===== src/rtl/full_adder_pkg.sv =====
// Shared definitions for the registered ripple-carry adder.
// Holds the default width, the widest legal result type and a plain
// arithmetic reference function for {cout, s}.
package full_adder_pkg;

  localparam int FA_DEFAULT_WIDTH = 4;
  localparam int FA_MAX_WIDTH     = 64;

  // Wide enough for {cout, s} at the largest legal width.
  // A WIDTH-bit instance uses only bits [WIDTH:0].
  typedef logic [FA_MAX_WIDTH:0] fa_result_t;

  // Exact a + b + cin for zero-extended operands; slice [WIDTH:0] for {cout, s}.
  function automatic fa_result_t fa_ref(input logic [FA_MAX_WIDTH-1:0] a,
                                        input logic [FA_MAX_WIDTH-1:0] b,
                                        input logic                    cin);
    return fa_result_t'(a) + fa_result_t'(b) + fa_result_t'(cin);
  endfunction

endpackage


===== src/rtl/full_adder_bit.sv =====
// One-bit full-adder cell: the building block of the ripple-carry chain.
module fa_bit (
  output logic co,
  output logic s,
  input  logic a,
  input  logic b,
  input  logic ci
);

  // Sum is the parity of the three inputs; carry propagates when a^b is set.
  always_comb begin
    s  = a ^ b ^ ci;
    co = (a & b) | (ci & (a ^ b));
  end

endmodule


===== src/rtl/full_adder.sv =====
// Registered ripple-carry adder: {cout, s} = a + b + cin, one clock of latency.
// A chain of fa_bit cells forms the combinational carry path, LSB to MSB,
// with no lookahead. Results and the valid flag are registered here.
// Optional feature: define FULL_ADDER_OVF_EN to add a registered signed
// overflow output ovf = c[WIDTH] ^ c[WIDTH-1].
module full_adder
  import full_adder_pkg::*;
#(
  parameter int WIDTH = FA_DEFAULT_WIDTH
) (
  input  logic             clk,
  input  logic             rst_n,
  input  logic             in_valid,
  input  logic [WIDTH-1:0] a,
  input  logic [WIDTH-1:0] b,
  input  logic             cin,
  output logic             out_valid,
  output logic [WIDTH-1:0] s,
  output logic             cout
`ifdef FULL_ADDER_OVF_EN
  ,
  output logic             ovf
`endif
);

  logic [WIDTH:0]   carry;
  logic [WIDTH-1:0] sum_bits;

  assign carry[0] = cin;

  genvar i;
  generate
    for (i = 0; i < WIDTH; i++) begin : g_cell
      fa_bit u_cell (
        .co (carry[i+1]),
        .s  (sum_bits[i]),
        .a  (a[i]),
        .b  (b[i]),
        .ci (carry[i])
      );
    end
  endgenerate

  // Capture the chain result on valid cycles; hold it otherwise, and pulse out_valid.
  always_ff @(posedge clk or negedge rst_n) begin
    if (!rst_n) begin
      out_valid <= 1'b0;
      s         <= '0;
      cout      <= 1'b0;
    end else begin
      out_valid <= in_valid;
      if (in_valid) begin
        s    <= sum_bits;
        cout <= carry[WIDTH];
      end
    end
  end

`ifdef FULL_ADDER_OVF_EN
  // Signed overflow: carry into the MSB differs from carry out of it.
  always_ff @(posedge clk or negedge rst_n) begin
    if (!rst_n) begin
      ovf <= 1'b0;
    end else if (in_valid) begin
      ovf <= carry[WIDTH] ^ carry[WIDTH-1];
    end
  end
`endif

endmodule


===== config.mk =====
export PLATFORM = sky130hd
export DESIGN_NAME = full_adder
export DESIGN_NICKNAME = d
export VERILOG_FILES = /design/src/rtl/full_adder_pkg.sv /design/src/rtl/full_adder_bit.sv /design/src/rtl/full_adder.sv
export SDC_FILE = /design/constraint.sdc
export NUM_CORES = 1
export LEC_CHECK = 0
export ABC_AREA = 1
export BUFFER_PORTS_ARGS = -buffer_cell sky130_fd_sc_hd__buf_2
export CAP_MARGIN = 15
export CORE_AREA = 2 2 39 41
export DETAILED_ROUTE_END_ITERATION = 8
export DIE_AREA = 0 0 41 43
export GPL_TIMING_DRIVEN = 1
export PLACE_DENSITY = 0.49
export SLEW_MARGIN = 20
export SYNTH_ARGS = -nofsm -noshare
export SYNTH_HDL_FRONTEND = slang
export SYNTH_SLANG_ARGS = --single-unit
export TNS_END_PERCENT = 5

===== constraint.sdc =====
create_clock -name clk -period 1.36 [get_ports clk]
set_input_delay 0.272 -clock clk [delete_from_list [all_inputs] [get_ports clk]]
set_output_delay 0.272 -clock clk [all_outputs]
set_load 0.1 [all_outputs]

* Yosys cells after proc, flatten, opt, wreduce, memory -nomap -nowiden *
Index checks and enable logic that the tools add are counted.

storage, ports and cells
  logic and storage cells = 23
  register bits after elaboration = 6
  output and inout bits = 6

operators by class
  bitwise gates (word level) = 20

operators by type and width
  operator          number
  1-bit AND         8
  1-bit XOR         8
  1-bit bitwise OR  4

* Longest topological paths before layout *
Gate-level depths: netlist (run 1).

  depth after elaboration = 9
  depth in mapped cells = 10
  gate-level depth less buffers = 10

* Modules after synthesis *
From an unflattened synthesis (run 1), not the netlist that was laid out.

unflattened totals
  cells, all modules = 26
  area total of the unflattened synthesis = 290.3 um^2

modules (own cells, without submodules)
  module      times used  cells an instance  area an instance (um^2)
  full_adder  1           22                 210.2
  fa_bit      4           1                  20.0

* Worst setup path after synthesis (run 1) *
OpenSTA, ideal clock, no wires.

  kind = in2reg
  from = input a[0]
  to = register s[3]
  data required time = 1.293 ns
  stages = 10
  arrival time = 1.854 ns
  library setup time = 0.067 ns
  setup slack = -0.561 ns
  cells stage by stage = inv_1 fa_1 inv_1 fa_1 fa_1 inv_1 fa_1 inv_1 nand2_1 nand2_1

between the ends
  longest elaborated chain between the ends = 8

ends and longest elaborated chain
  what                  line                  RTL
  from (decl)           full_adder.sv:14      input logic [WIDTH-1:0] a,
  1-bit XOR             full_adder_bit.sv:13  co = (a & b) | (ci & (a ^ b));
  1-bit AND             full_adder_bit.sv:13
  1-bit bitwise OR *    full_adder_bit.sv:13
  1-bit AND *           full_adder_bit.sv:13
  1-bit bitwise OR *    full_adder_bit.sv:13
  1-bit AND *           full_adder_bit.sv:13
  1-bit bitwise OR *    full_adder_bit.sv:13
  1-bit XOR *           full_adder_bit.sv:12  s = a ^ b ^ ci;
  to (signal assigned)  full_adder.sv:53      s <= sum_bits;
  to (decl)             full_adder.sv:18      output logic [WIDTH-1:0] s,

Mark *: on every way between the ends. The rest lies on a longest branch, timed or not.
A chain may end at the register's enable or synchronous reset.

* Worst setup path in the final report (run 1) *
Same ends and word-level chain as after synthesis.

==> flow_summary.toml, run 1 <==
[clocking]
cts_tree = "done"
cts_buffers = 3
clk_path_buf_depth = 2
clk_pin_slew_ns = 0.05
clock_latency_ns = 0.24
clockRootBuffer = "clkbuf_4"
post-cts-setup-buffer-count = 0
clock_sinks = 6
htreeDepth = 1

[sta]
maxSlewHeadroom = 0.6772
fin_crit_sh = 1.295
hold_violations = 0
fin_crit_ns = 1.761
drv_slew = 0
fin_hold_ws_ns = 0.2356
setup_viol = 3
grt_setup_unrepaired = "yes"
fin_tns_setup_ns = -0.7646
fmax_mhz = 567.9
skew_ns = 0
setup_ws_ns = -0.4010
tightest_slew_ns = 0.4876

[cells_and_area]
fin_util = 0.3508
layout_common_cells = "buf_2, nand2_1, inv_1"
diodes = 0
fin_area_um2 = 485.5
final_cells = 73
multi_input_area_um2 = 141.4
layout.nets = 75
layout_commonest_cell = "buf_2"
seq_area_um2 = 150.1
fillCellCount = 156
final_layout_size_suffix_gt1_frac = 0.4386
area_growth_pct = 48.09

[critical_path]
path_depth = 11
start_kind = "input pin"
path_cells = "buf_2, inv_2, fa_1, inv_1, fa_2, fa_2, inv_2, fa_1, inv_1, nand2_1, nand2_1"
rr_worst_depth = 2
end_kind = "register"
critPathKind = "input pin to register"
path_buf_inv = 5
critPathArrivalTime_ns = 1.89
slowest_stage = "fa_1"
crit_family = "adder cells"
cp_data_required_time_ns = 1.49
path_max_fanout = 1
critPathMaxStageDelay_ns = 0.47

[placed_design]
gp_congestion = 0.6073
hpwl_um = 459
post-place-cells = 69
pre_cts_slack_ns = -0.6748
dpl_cell_area_um2 = 452.9
port_buffers = 17

[run]
drv_cap = 0

[die]
ioPinCount = 18
num_rows = 14
dieArea_um2 = 1763
core-area_um2 = 1384
initial_core_util = 0.2369
die_h_um = 43
die_w_um = 41

[logic_synthesis]
synth_nets = 52
syn_inst = 36
ys_seq_area_frac = 0.4580
synth_area_um2 = 327.8
yosys_warnings = 0
avgSynthCellArea_um2 = 9.106
yosys.cell_types.count = 5
ys_ff_latch = 6

[global_routing]
grt_overflow_total = 0
grt_pass1_wl_um = 1007
antenna_found_initial = 0
grt_start_max_net_pins = 8
grt_use_total = 0.08943
grt_pass1_vias = 266

[power]
peakVddDrop_v = 0.0003947
finalPower_mw = 0.6916
leakage_nw = 0.2904
p_per_area_nw_per_um2 = 1425

[drt]
firstDrtPassIters = 4
vias = 273
routed_via_density = 3.740
drtAntennaViolNets = 0
drt_iter0_drc = 6
avgRoutedWirePerCell_um = 7.658
drcViolationCount = 0
routed_wl_um = 559

[status]
violations = "setup timing"
status = "complete, but fails checks"

[min_path]
hold_depth = 1
min_path_type = "input pin to register"
-- logic make-up (layout without fill, tap and decap cells) --
family | Yosys count | after routing | share of synthesized area
DFF | 6 | 6 | 0.4580
adders and majority gates | 4 | 4 | 0.2443
buffers and inverters | 11 | 32 | 0.1260
and+or+nand+nor | 15 | 15 | 0.1717
-- power breakdown --
part | internal [mW] | switching (mW) | leakage [nW]
sequential | 0.205 | 0.0132 | 0.0725
combinational | 0.0679 | 0.247 | 0.204
clock | 0.0995 | 0.0595 | 0.0138
total | 0.372 | 0.319 | 0.290
-- final timing paths --
path	start	to	slack, ns
worst min-delay path	in_valid	out_valid	0.24
worst max register to register	cout	cout	0.72
max in group asynchronous	rst_n	s[1]	0.84
worst max-delay path	a[0]	s[3]	-0.40
worst min register to register	s[0]	s[0]	0.46
min in group asynchronous	rst_n	out_valid	0.38
-- final cells by class --
class	count	share of cell area
Clock buffer	3	0.04639
Inverter	11	0.08505
Multi-Input combinational cell	19	0.2912
Sequential cell	6	0.3093
Tap cell	16	0.04124
Timing Repair Buffer	18	0.2268
-- flip-flops by register name, summed over array words and instances (netlist names) --
name / count
cout: 1
out_valid: 1
s: 4
-- cells in the mapped netlist, drive strengths merged --
library cell / instances / area [µm²]
nand2: 15 / 56.30
inv: 11 / 41.29
dfrtp: 6 / 150.1
fa: 4 / 80.08
-- worst register-to-register path, cell delays in order, from the launching register on --
cell and delay (ns):
dfrtp_1 0.40, nand2_1 0.08, nand2_1 0.05
-- layer usage --
layer | GRT usage | part of all wire | wire length (µm) | up-vias
met5 | 0 | 0 | 0 | -
met4 | 0.08000 | 0 | 0 | 0
met3 | 0.03141 | 0.13 | 74 | 0
met2 | 0.1156 | 0.46 | 256 | 14
met1 | 0.1104 | 0.41 | 229 | 119
li1 | - | - | - | 140
-- repair_timing --
| action | CTS | global route |
|---|---|---|
| hold endpoints to repair | 6 | 0 |
| gates resized for setup | 1 | 1 |
| endpoints found under the setup margin | 3 | 3 |
| hold buffers | 1 | 0 |
Power figures use the tool's default switching activity.
==> run 2, diff against run 1 <==
--- a/config.mk
+++ b/config.mk
@@ -6,9 +6,10 @@
 export NUM_CORES = 1
 export LEC_CHECK = 0
 export ABC_AREA = 1
-export BUFFER_PORTS_ARGS = -buffer_cell sky130_fd_sc_hd__buf_2
+export BUFFER_PORTS_ARGS = -buffer_cell sky130_fd_sc_hd__buf_4
 export CAP_MARGIN = 15
 export CORE_AREA = 2 2 39 41
+export CTS_CLUSTER_SIZE = 30
 export DETAILED_ROUTE_END_ITERATION = 8
 export DIE_AREA = 0 0 41 43
 export GPL_TIMING_DRIVEN = 1
==> constraint.sdc (replaced) <==
create_clock -name clk -period 1.69 [get_ports clk]
set_input_delay 0.338 -clock clk [delete_from_list [all_inputs] [get_ports clk]]
set_output_delay 0.338 -clock clk [all_outputs]
set_load 0.1 [all_outputs]
==> run 2 against run 1 <==
Against the previous run: sequential power fell by 20%; final cell count did not move; sequential share of layout area fell by 2.7 points; non-clock buffer count did not move; the flow still finishes with violations (setup timing); clock power fell by 18%; via count rose by 4.8%; die area did not move; design area rose by 9.5%; critical path type unchanged; clock-buffer cell count did not move; critical path depth did not move; routed wire length rose by 8.8%; hold slack improved by 0.031 ns.
==> flow_summary.toml, run 2 (synthesis results as in run 1) <==
[status]
status = "complete, but fails checks"
violations = "setup timing"

[die]
ioPinCount = 18
die_h_um = 43
dieArea_um2 = 1763
core-area_um2 = 1384
initial_core_util = 0.2369
die_w_um = 41
num_rows = 14

[global_routing]
grt_use_total = 0.09654
antenna_found_initial = 0
grt_start_max_net_pins = 8
grt_overflow_total = 0
grt_pass1_vias = 286
grt_pass1_wl_um = 1048

[cells_and_area]
layout_commonest_cell = "nand2_1"
largest_register_ffs = 4
layout.nets = 75
fillCellCount = 154
seq_area_um2 = 150.1
fin_util = 0.3843
largest-register = "s"
multi_input_area_um2 = 143.9
layout_common_cells = "nand2_1, buf_4, dfrtp_1"
final_layout_size_suffix_gt1_frac = 0.5088
fin_area_um2 = 531.8
diodes = 0
area_growth_pct = 62.21
largestRegisters = "s: 4 flops, cout: 1 flops, out_valid: 1 flops"

[drt]
avgRoutedWirePerCell_um = 8.329
drcViolationCount = 0
firstDrtPassIters = 2
vias = 286
drt_iter0_drc = 3
drtAntennaViolNets = 0
routed_via_density = 3.918
routed_wl_um = 608

[sta]
drv_slew = 0
setup_viol = 1
setup_ws_ns = -0.1144
skew_ns = 0
grt_setup_unrepaired = "yes"
fmax_mhz = 554.2
maxSlewHeadroom = 0.8156
fin_crit_sh = 1.068
hold_violations = 0
fin_crit_ns = 1.804
tightest_slew_ns = 0.2789

[critical_path]
critPathArrivalTime_ns = 1.99
start_kind = "input pin"
reg2reg_slack_ns = 1.09
worstSetupStartpoint = "a[0]"
critPathKind = "input pin to register"
cp_data_required_time_ns = 1.87
r2r_end = "s[1]"
rr_worst_depth = 2
path_max_fanout = 1
r2r_start = "s[1]"
end_kind = "register"

[clocking]
clockRootBuffer = "clkbuf_4"
clock_sinks = 6
cts_buffers = 3
clock_latency_ns = 0.24
cts_tree = "done"
htreeDepth = 1
clk_pin_slew_ns = 0.04
post-cts-setup-buffer-count = 0
clk_path_buf_depth = 2

[placed_design]
hpwl_um = 487
dpl_cell_area_um2 = 480.5
pre_cts_slack_ns = -0.4132
port_buffers = 17
gp_congestion = 0.6046

[min_path]
min_path_type = "input pin to register"
holdPathEnd = "out_valid"
hold_depth = 1
min_from = "in_valid"

[power]
leakage_nw = 0.2994
peakVddDrop_v = 0.0002356
p_per_area_nw_per_um2 = 1081

[run]
drv_cap = 0
## run 2: timing repair
item | 4_1_cts | 5_1_grt
gates resized for setup | 10 | 1
setup endpoints to repair | 2 | 1
endpoints found under the hold margin | 6 | 0
hold buffers | 1 | 0
## run 2: power breakdown
| part | internal (mW) | total, mW | switching, mW |
|---|---|---|---|
| logic | 0.0686 | 0.269 | 0.201 |
| clock network | 0.0802 | 0.131 | 0.0504 |
| registers | 0.165 | 0.175 | 0.0101 |
| total | 0.314 | 0.575 | 0.261 |
## run 2: cell type report
type	count	share of cell area
Clock buffer	3	0.04235
Inverter	11	0.08706
Multi-Input combinational cell	19	0.2706
Sequential cell	6	0.2824
Tap cell	16	0.03765
Timing Repair Buffer	18	0.2800
## run 2: worst max-delay path by stage
stage	endpoint	depth (start not counted)
2_1_floorplan	s[3]	10
3_3_place_gp	s[3]	11
3_5_place_dp	s[3]	11
4_1_cts	s[3]	11
5_1_grt	s[3]	11
6_report	s[3]	11
## run 2: worst max-delay path: stages
cell     delay, ns
buf_6         0.10
inv_4         0.04
fa_2          0.19
inv_2         0.04
fa_2          0.33
fa_2          0.34
inv_2         0.06
fa_1          0.39
inv_1         0.06
nand2_1       0.05
nand2_1       0.06
## run 2: metrics by stage
step | total power [mW] | setup TNS (ns) | hold WS, ns | std cells
3_3_place_gp | 0.4387 | -0.7499 | 0.1486 | 69
5_1_grt | 0.6121 | -0.1890 | 0.2574 | 73
2_1_floorplan | 0.3691 | -0.3412 | 0.04241 | 36
6_report | 0.5750 | -0.1144 | 0.2664 | 73
4_1_cts | 0.5867 | -0.1154 | 0.2539 | 73
3_5_place_dp | 0.4411 | -0.7849 | 0.1484 | 69
## run 2: metal layers
| layer | track usage | up-vias | routed length, µm |
|---|---|---|---|
| li1 | - | 140 | - |
| met1 | 0.1104 | 132 | 248 |
| met2 | 0.1188 | 12 | 276 |
| met3 | 0.03141 | 2 | 73 |
| met4 | 0.1200 | 0 | 10 |
| met5 | 0 | - | 0 |
